[src/rtl/por_rst_seq.sv]
// por_rst_seq: staggered per-domain reset release downstream of the POR macro.
// Clocked by the POR RC oscillator. porb clears everything asynchronously.
// force_pdn holds every domain in reset. A software request restarts the
// release sequence once per assertion.

// ---------------------------------------------------------------------------
// por_rst_seq_sync: N-flop synchronizer with asynchronous clear to 0.
// The reset-release chain uses it with i_d tied high. The asynchronous
// debug and request inputs use it as a plain level synchronizer.
// ---------------------------------------------------------------------------
module por_rst_seq_sync #(
    parameter int STAGES = 2
) (
    input  logic i_clk,
    input  logic i_rst_n,
    input  logic i_d,
    output logic o_q
);

    logic [STAGES-1:0] r_chain;

    // Shift the input through the chain. porb low empties it immediately.
    always_ff @(posedge i_clk or negedge i_rst_n) begin
        if (!i_rst_n) begin
            r_chain <= '0;
        end else begin
            r_chain <= {r_chain[STAGES-2:0], i_d};
        end
    end

    assign o_q = r_chain[STAGES-1];

endmodule

// ---------------------------------------------------------------------------
// por_rst_seq: top level of the reset sequencer.
//
// Software reset handshake (level request, pulse acknowledge):
//   i_sw_rst_req is a level. It is accepted once, in RUN, when it is armed.
//   The request is armed out of reset and re-armed on any edge where the
//   synchronized request is low.
//   o_sw_rst_ack pulses for one cycle when rst_n[0] is released after that
//   restart. The requester must drop the request after the ack. A request
//   that stays high never starts a second restart.
// ---------------------------------------------------------------------------
module por_rst_seq #(
    parameter int NUM_DOMAINS = 4,
    parameter int STAGE_DLY   = 16,
    parameter int SYNC_STAGES = 2
) (
    input  logic                   i_osc_ck,
    input  logic                   i_porb,
    input  logic                   i_force_pdn,
    input  logic                   i_sw_rst_req,
    output logic                   o_sw_rst_ack,
    output logic [NUM_DOMAINS-1:0] o_rst_n,
    output logic                   o_seq_done,
    output logic [1:0]             o_seq_state,
    output logic [7:0]             o_sw_rst_cnt
);

    // The encodings double as the debug state code on o_seq_state.
    typedef enum logic [1:0] {
        ST_IDLE    = 2'd0,
        ST_RELEASE = 2'd1,
        ST_RUN     = 2'd2,
        ST_HOLD    = 2'd3
    } state_t;

    // The counter runs 0..STAGE_DLY-1. A domain is released on the edge
    // where the counter would reach STAGE_DLY.
    localparam logic [7:0] STAGE_LAST = 8'(STAGE_DLY - 1);
    localparam logic [2:0] IDX_LAST   = 3'(NUM_DOMAINS - 1);
    localparam logic [7:0] CNT_MAX    = 8'hFF;

    // Synchronized inputs
    logic w_por_ok;
    logic w_fpd_s;
    logic w_req_s;

    // Registered state and outputs
    state_t                 r_state;
    logic [7:0]             r_stage_cnt;
    logic [2:0]             r_rel_idx;
    logic [NUM_DOMAINS-1:0] r_rst_n;
    logic                   r_seq_done;
    logic                   r_ack;
    logic [7:0]             r_sw_cnt;
    logic                   r_armed;
    logic                   r_sw_restart;

    // Next-state values
    state_t                 w_state_nxt;
    logic [7:0]             w_stage_cnt_nxt;
    logic [2:0]             w_rel_idx_nxt;
    logic [NUM_DOMAINS-1:0] w_rst_n_nxt;
    logic                   w_seq_done_nxt;
    logic                   w_ack_nxt;
    logic [7:0]             w_sw_cnt_nxt;
    logic                   w_armed_nxt;
    logic                   w_sw_restart_nxt;

    // One-hot select of the next domain to release
    logic [NUM_DOMAINS-1:0] w_rel_mask;
    logic                   w_stage_hit;

    // The deassertion of porb is synchronized by shifting in a constant 1.
    por_rst_seq_sync #(.STAGES(SYNC_STAGES)) u_por_sync (
        .i_clk   (i_osc_ck),
        .i_rst_n (i_porb),
        .i_d     (1'b1),
        .o_q     (w_por_ok)
    );

    por_rst_seq_sync #(.STAGES(SYNC_STAGES)) u_fpd_sync (
        .i_clk   (i_osc_ck),
        .i_rst_n (i_porb),
        .i_d     (i_force_pdn),
        .o_q     (w_fpd_s)
    );

    por_rst_seq_sync #(.STAGES(SYNC_STAGES)) u_req_sync (
        .i_clk   (i_osc_ck),
        .i_rst_n (i_porb),
        .i_d     (i_sw_rst_req),
        .o_q     (w_req_s)
    );

    // Decode the release index into a mask of the domain released next.
    always_comb begin
        w_rel_mask = '0;
        for (int i = 0; i < NUM_DOMAINS; i++) begin
            if (r_rel_idx == 3'(i)) begin
                w_rel_mask[i] = 1'b1;
            end
        end
    end

    assign w_stage_hit = (r_stage_cnt == STAGE_LAST);

    // Next state, stage timing, per-domain resets and request bookkeeping.
    always_comb begin
        w_state_nxt      = r_state;
        w_stage_cnt_nxt  = r_stage_cnt;
        w_rel_idx_nxt    = r_rel_idx;
        w_rst_n_nxt      = r_rst_n;
        w_seq_done_nxt   = r_seq_done;
        w_ack_nxt        = 1'b0;
        w_sw_cnt_nxt     = r_sw_cnt;
        w_sw_restart_nxt = r_sw_restart;
        // A low request re-arms the request. Nothing changes until the
        // reset chain has released.
        w_armed_nxt      = w_por_ok ? (r_armed | ~w_req_s) : r_armed;

        case (r_state)
            ST_IDLE: begin
                if (w_por_ok) begin
                    w_stage_cnt_nxt  = '0;
                    w_rel_idx_nxt    = '0;
                    w_rst_n_nxt      = '0;
                    w_seq_done_nxt   = 1'b0;
                    w_sw_restart_nxt = 1'b0;
                    w_state_nxt      = w_fpd_s ? ST_HOLD : ST_RELEASE;
                end
            end

            ST_RELEASE: begin
                if (w_fpd_s) begin
                    // Abandon the partial release. Restart from domain 0 later.
                    w_state_nxt      = ST_HOLD;
                    w_stage_cnt_nxt  = '0;
                    w_rel_idx_nxt    = '0;
                    w_rst_n_nxt      = '0;
                    w_seq_done_nxt   = 1'b0;
                    w_sw_restart_nxt = 1'b0;
                end else if (w_stage_hit) begin
                    w_stage_cnt_nxt = '0;
                    w_rst_n_nxt     = r_rst_n | w_rel_mask;
                    // Only a software-initiated restart acknowledges, and
                    // only when domain 0 comes out of reset.
                    if (r_sw_restart && (r_rel_idx == 3'd0)) begin
                        w_ack_nxt        = 1'b1;
                        w_sw_restart_nxt = 1'b0;
                    end
                    if (r_rel_idx == IDX_LAST) begin
                        w_state_nxt    = ST_RUN;
                        w_seq_done_nxt = 1'b1;
                        w_rel_idx_nxt  = '0;
                    end else begin
                        w_rel_idx_nxt = r_rel_idx + 3'd1;
                    end
                end else begin
                    w_stage_cnt_nxt = r_stage_cnt + 8'd1;
                end
            end

            ST_RUN: begin
                // force_pdn wins. A request in the same cycle is dropped
                // and is not counted.
                if (w_fpd_s) begin
                    w_state_nxt    = ST_HOLD;
                    w_rst_n_nxt    = '0;
                    w_seq_done_nxt = 1'b0;
                end else if (w_req_s && r_armed) begin
                    w_state_nxt      = ST_RELEASE;
                    w_rst_n_nxt      = '0;
                    w_seq_done_nxt   = 1'b0;
                    w_stage_cnt_nxt  = '0;
                    w_rel_idx_nxt    = '0;
                    w_armed_nxt      = 1'b0;
                    w_sw_restart_nxt = 1'b1;
                    if (r_sw_cnt != CNT_MAX) begin
                        w_sw_cnt_nxt = r_sw_cnt + 8'd1;
                    end
                end
            end

            ST_HOLD: begin
                w_rst_n_nxt    = '0;
                w_seq_done_nxt = 1'b0;
                if (!w_fpd_s) begin
                    w_state_nxt     = ST_RELEASE;
                    w_stage_cnt_nxt = '0;
                    w_rel_idx_nxt   = '0;
                end
            end

            default: begin
                w_state_nxt = ST_IDLE;
            end
        endcase
    end

    // State and output registers. porb low clears them asynchronously.
    always_ff @(posedge i_osc_ck or negedge i_porb) begin
        if (!i_porb) begin
            r_state      <= ST_IDLE;
            r_stage_cnt  <= '0;
            r_rel_idx    <= '0;
            r_rst_n      <= '0;
            r_seq_done   <= 1'b0;
            r_ack        <= 1'b0;
            r_sw_cnt     <= '0;
            r_armed      <= 1'b1;
            r_sw_restart <= 1'b0;
        end else begin
            r_state      <= w_state_nxt;
            r_stage_cnt  <= w_stage_cnt_nxt;
            r_rel_idx    <= w_rel_idx_nxt;
            r_rst_n      <= w_rst_n_nxt;
            r_seq_done   <= w_seq_done_nxt;
            r_ack        <= w_ack_nxt;
            r_sw_cnt     <= w_sw_cnt_nxt;
            r_armed      <= w_armed_nxt;
            r_sw_restart <= w_sw_restart_nxt;
        end
    end

    assign o_rst_n      = r_rst_n;
    assign o_seq_done   = r_seq_done;
    assign o_sw_rst_ack = r_ack;
    assign o_seq_state  = r_state;
    assign o_sw_rst_cnt = r_sw_cnt;

endmodule

[config.mk]
export PLATFORM = sky130hd
export DESIGN_NAME = por_rst_seq
export DESIGN_NICKNAME = d
export VERILOG_FILES = /design/src/rtl/por_rst_seq.sv
export SDC_FILE = /design/constraint.sdc
export NUM_CORES = 1
export LEC_CHECK = 0
export ABC_AREA = 1
export BUFFER_PORTS_ARGS = -buffer_cell sky130_fd_sc_hd__buf_2
export CAP_MARGIN = 20
export CORE_ASPECT_RATIO = 0.9
export CORE_MARGIN = 3
export CORE_UTILIZATION = 55
export CTS_CLUSTER_DIAMETER = 120
export DETAILED_ROUTE_END_ITERATION = 10
export GPL_ROUTABILITY_DRIVEN = 0
export PLACE_DENSITY = 0.75
export SLEW_MARGIN = 40
export SYNTH_ARGS = -nofsm -noshare
export SYNTH_HDL_FRONTEND = slang
export SYNTH_SLANG_ARGS = --single-unit
[constraint.sdc]
create_clock -name i_osc_ck -period 1.8 [get_ports i_osc_ck]
set_clock_uncertainty 0.2 [all_clocks]
set_input_delay 0.09 -clock i_osc_ck [delete_from_list [all_inputs] [get_ports i_osc_ck]]
set_output_delay 0.09 -clock i_osc_ck [all_outputs]
set_load 0.02 [all_outputs]
After elaboration in Yosys (flattened, before gate mapping)
Cells that the tools add are included.
Operators by class
  bitwise operators: 4
  muxes and demuxes: 55
  equal/unequal tests: 16
  reductions and logical operators: 12
  add/subtract/negate cells: 3
Operators with widths (count)
  $mux 8: 6
  $pmux 8 s4: 1
  $mux 1: 23
  $mux 3: 7
  $mux 4: 5
  $add 8x1->8 const B: 2
  $mux 2: 8
  $pmux 4 s4: 1
  $ne 3x2->1 const B: 4
  $pmux 3 s4: 1
  $reduce_and 4->1: 3
  $reduce_and 5->1: 2
  $eq 8x4->1 const B: 1
  $ne 8x8->1 const B: 1
  $pmux 2 s4: 1
  $eq 3x2->1 const B: 2
  $ne 2x2->1 const B: 3
  $reduce_and 6->1: 1
  $eq 2x2->1 const B: 2
  $or 4x4->4: 1
  $pmux 1 s4: 1
  $add 3x1->3 const B: 1
  $eq 3x1->1 const B: 1
  $logic_not 3->1: 1
  9 further kinds: 11
Word-level totals
  output and inout bits: 16
  word-level logic and storage cells: 102
  input port bits: 4
  flip-flop bits (word level): 35

Longest topological paths before layout
  word-level depth: 6
  depth in mapped cells: 9
  depth with buffers taken out: 9

Hierarchy
Synthesis repeated with hierarchy kept, for this count alone.
Second synthesis, totals
  cell total of the unflattened synthesis: 221
  area, all modules: 1904.3 um^2
Modules (own cells, without submodules)
  por_rst_seq: cells each 215, instances 1, area an instance 1754.2 um^2, sequential area each 726.9 um^2
  por_rst_seq_sync: cells each 2, instances 3, area an instance 50.0 um^2, sequential area each 50.0 um^2

Worst setup path before layout
No wires, ideal clock.
  path kind: flip-flop to flip-flop
  from: register r_sw_cnt[0] (netlist: o_sw_rst_cnt[0])
  to: register r_sw_cnt[5] (netlist: o_sw_rst_cnt[5])
  library setup time: 74 ps
  setup slack: 62 ps
  data required time: 1526 ps
  period minus slack after synthesis: 1738 ps
  arrival: 1464 ps
  cell stages (with the launch flop): 9
  path buffers: 1
  path through: dfrtp_1 > ha_1 > nand3_1 > nor2_1 > nand2_1 > nand2_2 > buf_6 > nand2_1 > o21ai_2
On the way
  cells in the longest elaborated chain, start to end: 2
  elaborated cells between the ends (all ways): 3
  those cells by class: add/sub (1); eq/ne (1); reduce/logical (1)
RTL lines
  start, declared: RTL line 88  | logic [7:0] r_sw_cnt;
  start signal, assigned: RTL line 253  | r_sw_cnt <= w_sw_cnt_nxt;
  branches (longest 2 deep; another with $add 8x1->8)
Parallel ways; which one is timed is not known.
A chain may end at the register's enable or synchronous reset.

Worst setup path in the final report
  from: register r_stage_cnt[0]
  to: register r_rel_idx[2]
On the way
  cells in the longest elaborated chain, start to end: 3
RTL lines
  start, declared: RTL line 83  | logic [7:0] r_stage_cnt;
  start signal, assigned: RTL line 248  | r_stage_cnt <= w_stage_cnt_nxt;
  $eq 8x4->1: RTL line 139  | assign w_stage_hit = (r_stage_cnt == STAGE_LAST);
  $ne 3x2->1 (no source line)
  $reduce_and 5->1 (no source line)
  end signal, assigned: RTL line 249  | r_rel_idx <= w_rel_idx_nxt;
  end, declared: RTL line 84  | logic [2:0] r_rel_idx;
Every way passes these cells.

==> impl_metrics.env <==
export IMPL_outcome="finished, final reports clean"
export IMPL_ys_seq_area_share_pct=46.5
export IMPL_grt_max_degree=36
export IMPL_cts_root_buf="clkbuf_8"
export IMPL_p_leak_uw=0.00114
export IMPL_hold_path_endpoint="u_fpd_sync.r_chain[1]$_DFF_PN0_"
export IMPL_grtUsageTotal_pct=19.4
export IMPL_synth_commonest_cells="70 x nand2_1, 34 x dfrtp_1, 22 x nor2_1, 16 x nand3_1, 15 x inv_1"
export IMPL_grt_overflow=0
export IMPL_drv_slew=0
export IMPL_synth_top_area_share_pct=45.2
export IMPL_insertion_delay_ns=0.29
export IMPL_die_area_um2=4170
export IMPL_regArea_um2=878
export IMPL_holdWs_ns=0.152
export IMPL_start_util_pct=59.6
export IMPL_final_nets=267
export IMPL_critical_path_class="flip-flop to flip-flop"
export IMPL_post_cts_setup_buffers=0
export IMPL_ys_flop_type="dfrtp_1"
export IMPL_r2r_start="r_stage_cnt[0]$_DFFE_PN0P_"
export IMPL_numCtsBuffers=5
export IMPL_final_antenna_net_count=0
export IMPL_synth_seq_cells=35
export IMPL_die_y_um=61.5
export IMPL_critPathMaxFanout=7
export IMPL_peakVddDrop_mv=0.831
export IMPL_wl_per_cell_um=11.7
export IMPL_post_route_min_period_ns=1.68
export IMPL_cts_tree="done"
export IMPL_antenna_cells=0
export IMPL_drc_errors=0
export IMPL_antenna_found_initial=0
export IMPL_hpwlAfterDp_mm=2.52
export IMPL_crit_arrival_ns=1.66
export IMPL_synthDistinctLibCells=28
export IMPL_finalHoldViolations=0
export IMPL_cp_cell_sequence="ha_1, nand3_2, o21ai_4, nand2_1, nand2_1, nand2_1"
export IMPL_place_inst=289
export IMPL_dr_pass1_iters=4
export IMPL_finalPower_uw=2620
export IMPL_cts_sinks=35
export IMPL_final_util_pct=69.3
export IMPL_grt_pass1_vias=1343
export IMPL_totalWireLength_mm=3.50
export IMPL_rows=19
export IMPL_cap_violations=0
export IMPL_via_per_inst=5.02
export IMPL_drive_above_1_share_pct=23.6
export IMPL_grt_pass1_wl_mm=5.83
export IMPL_worstHoldPathCells=0
export IMPL_yosys_top_cells_area="dfrtp_1 45%, nand2_1 14%, nor2_1 4.4%, nand3_1 4.2%, ha_1 4.0%"
export IMPL_cp_slowest_stage_delay_ns=0.39
export IMPL_r2r_end="r_rel_idx[2]$_DFFE_PN0P_"
export IMPL_async_flop_share_pct=100
export IMPL_syn_cell_area_um2=1880
export IMPL_synth_largest_area_cell="dfrtp_1"
export IMPL_cts_htree_levels=2
export IMPL_pin_count=20
export IMPL_synth_fp_nets=234
export IMPL_required_ns=1.78
export IMPL_worstHoldStart="u_fpd_sync.r_chain[0]$_DFF_PN0_"
export IMPL_netlist_instances=224
export IMPL_path_clk_slew_ns=0.07
export IMPL_r2r_slack_ns=0.12
export IMPL_max_freq_ghz=0.594
export IMPL_multi_input_area_um2=911
export IMPL_drtIter0Drc=72
export IMPL_yosysWarnings=0
export IMPL_yosys_cell_count_top_type="nand2_1"
export IMPL_syn_avg_cell_area_um2=8.41
export IMPL_rr_worst_depth=6
export IMPL_syn2layout_area_growth_pct=16.3
export IMPL_core_area_um2=3160
export IMPL_startpoint_type="flip-flop"
export IMPL_design_area_um2=2190
export IMPL_vias=1506
export IMPL_p_per_area_nw_per_um2=1200
export IMPL_critPathMostFrequentCell="nand2_1"
export IMPL_period_share_pct=93.5
export IMPL_synth_edf_count=0
export IMPL_die_x_um=67.7
export IMPL_setup_viol=0
export IMPL_placement_cell_area_um2=2050
export IMPL_cp_end_kind="flip-flop"
export IMPL_numPortBuffers=19
export IMPL_cts_max_path_buffers=2
export IMPL_crit_slowest_cell="dfrtp_1"
export IMPL_nFillCells=271
export IMPL_stdcell_count=300
export IMPL_min_path_type="flip-flop to flip-flop"
[registers in the layout (all words and copies together), names as in the netlist]
name                count
o_sw_rst_cnt            8
o_seq_done              1
r_stage_cnt             8
o_sw_rst_ack            1
u_fpd_sync.r_chain      2
r_rel_idx               3
r_armed                 1
o_rst_n                 4
o_seq_state             2
u_por_sync.r_chain      2
r_sw_restart            1
u_req_sync.r_chain      2
[how the worst max path moves through the flow]
| stage | start | endpoint | depth (start not counted) |
|---|---|---|---|
| global route | r_stage_cnt[0]$_DFFE_PN0P_ | r_rel_idx[0]$_DFFE_PN0P_ | 6 |
| finish | r_stage_cnt[0]$_DFFE_PN0P_ | r_rel_idx[2]$_DFFE_PN0P_ | 6 |
| detailed placement | o_sw_rst_cnt[0]$_DFFE_PN0P_ | o_sw_rst_cnt[7]$_DFFE_PN0P_ | 8 |
| floorplan | o_sw_rst_cnt[0]$_DFFE_PN0P_ | o_sw_rst_cnt[5]$_DFFE_PN0P_ | 8 |
| CTS | o_sw_rst_cnt[0]$_DFFE_PN0P_ | o_sw_rst_cnt[7]$_DFFE_PN0P_ | 8 |
| global placement | o_sw_rst_cnt[0]$_DFFE_PN0P_ | o_sw_rst_cnt[7]$_DFFE_PN0P_ | 8 |
[per-stage QoR]
step           setup WS (ns)   TNS, ns
2_1_floorplan         0.0621         0
3_3_place_gp           0.136         0
3_5_place_dp          0.0803         0
4_1_cts               0.0695         0
5_1_grt             -0.00146  -0.00146
6_report               0.117         0
[where the power goes]
group          internal, uW  leakage (uW)  switching, uW
logic                   331      0.000632            623
clock network           349     0.0000515            268
registers               913      0.000459            139
total                  1590       0.00114           1030
[timing repair]
item | in CTS | in global routing
hold buffers | 3 | 0
hold endpoints to repair | 37 | 0
gates resized for setup | 0 | 2
setup endpoints to repair | 0 | 4
[cell families (layout without fill, tap and decap cells)]
kind of cell | count (synthesis) | count (layout) | share of synthesized area, %
AO/OA/AOI/OAI | 22 | 22 | 7.50
XOR/XNOR | 8 | 8 | 4.12
adder cells (fa/ha/maj) | 6 | 6 | 3.98
buffers and inverters | 23 | 57 | 5.38
flip-flops | 35 | 35 | 46.5
other | 1 | 1 | 0.199
AND/OR/NAND/NOR | 129 | 129 | 32.3
[critical path, delay by kind of cell (launching register included)]
family,cells,cell delay (ns)
flip-flops,1,0.39
AND/OR/NAND/NOR,4,0.44
AO/OA/AOI/OAI,1,0.31
adder cells (fa/ha/maj),1,0.24
[area by class of cell]
class                   instances  area share [%]
clock buffers                   8            4.57
inverters                      21            3.60
multi-input cells             166            41.6
flip-flops and latches         35            40.1
well taps                      42            2.40
repair buffers                 28            7.77
[layer usage]
layer / vias to the layer above / routed length [um] / global-route usage, %
met5: - / 0 / 0
met1: 679 / 1660 / 25.0
met2: 35 / 1560 / 30.0
met4: 0 / 75 / 10.4
met3: 8 / 200 / 4.93
li1: 784 / - / -
[cell usage in the layout, fill, tap and decap left out, types with 2 or more instances in the layout]
| master | netlist | final |
|---|---|---|
| nor4_1 | 2 | 2 |
| nand2_1 | 70 | 70 |
| a21oi_1 | 3 | 3 |
| nand3_1 | 16 | 16 |
| clkbuf_8 | 0 | 7 |
| nand2_2 | 4 | 3 |
| o211ai_1 | 2 | 2 |
| inv_2 | 6 | 6 |
| o21ai_2 | 3 | 3 |
| ha_1 | 6 | 6 |
| xnor2_1 | 5 | 5 |
| buf_2 | 0 | 19 |
| o21ai_0 | 5 | 5 |
| buf_4 | 0 | 6 |
| inv_1 | 15 | 15 |
| dfrtp_1 | 34 | 33 |
| dlygate4sd3_1 | 0 | 3 |
| nand2_4 | 1 | 2 |
| nand4_1 | 4 | 4 |
| xor2_1 | 2 | 2 |
| nor2_1 | 22 | 22 |
| nand3_2 | 4 | 4 |
| o21ai_1 | 7 | 7 |
| nor2_4 | 4 | 4 |
(Power assumes the default switching activity.)
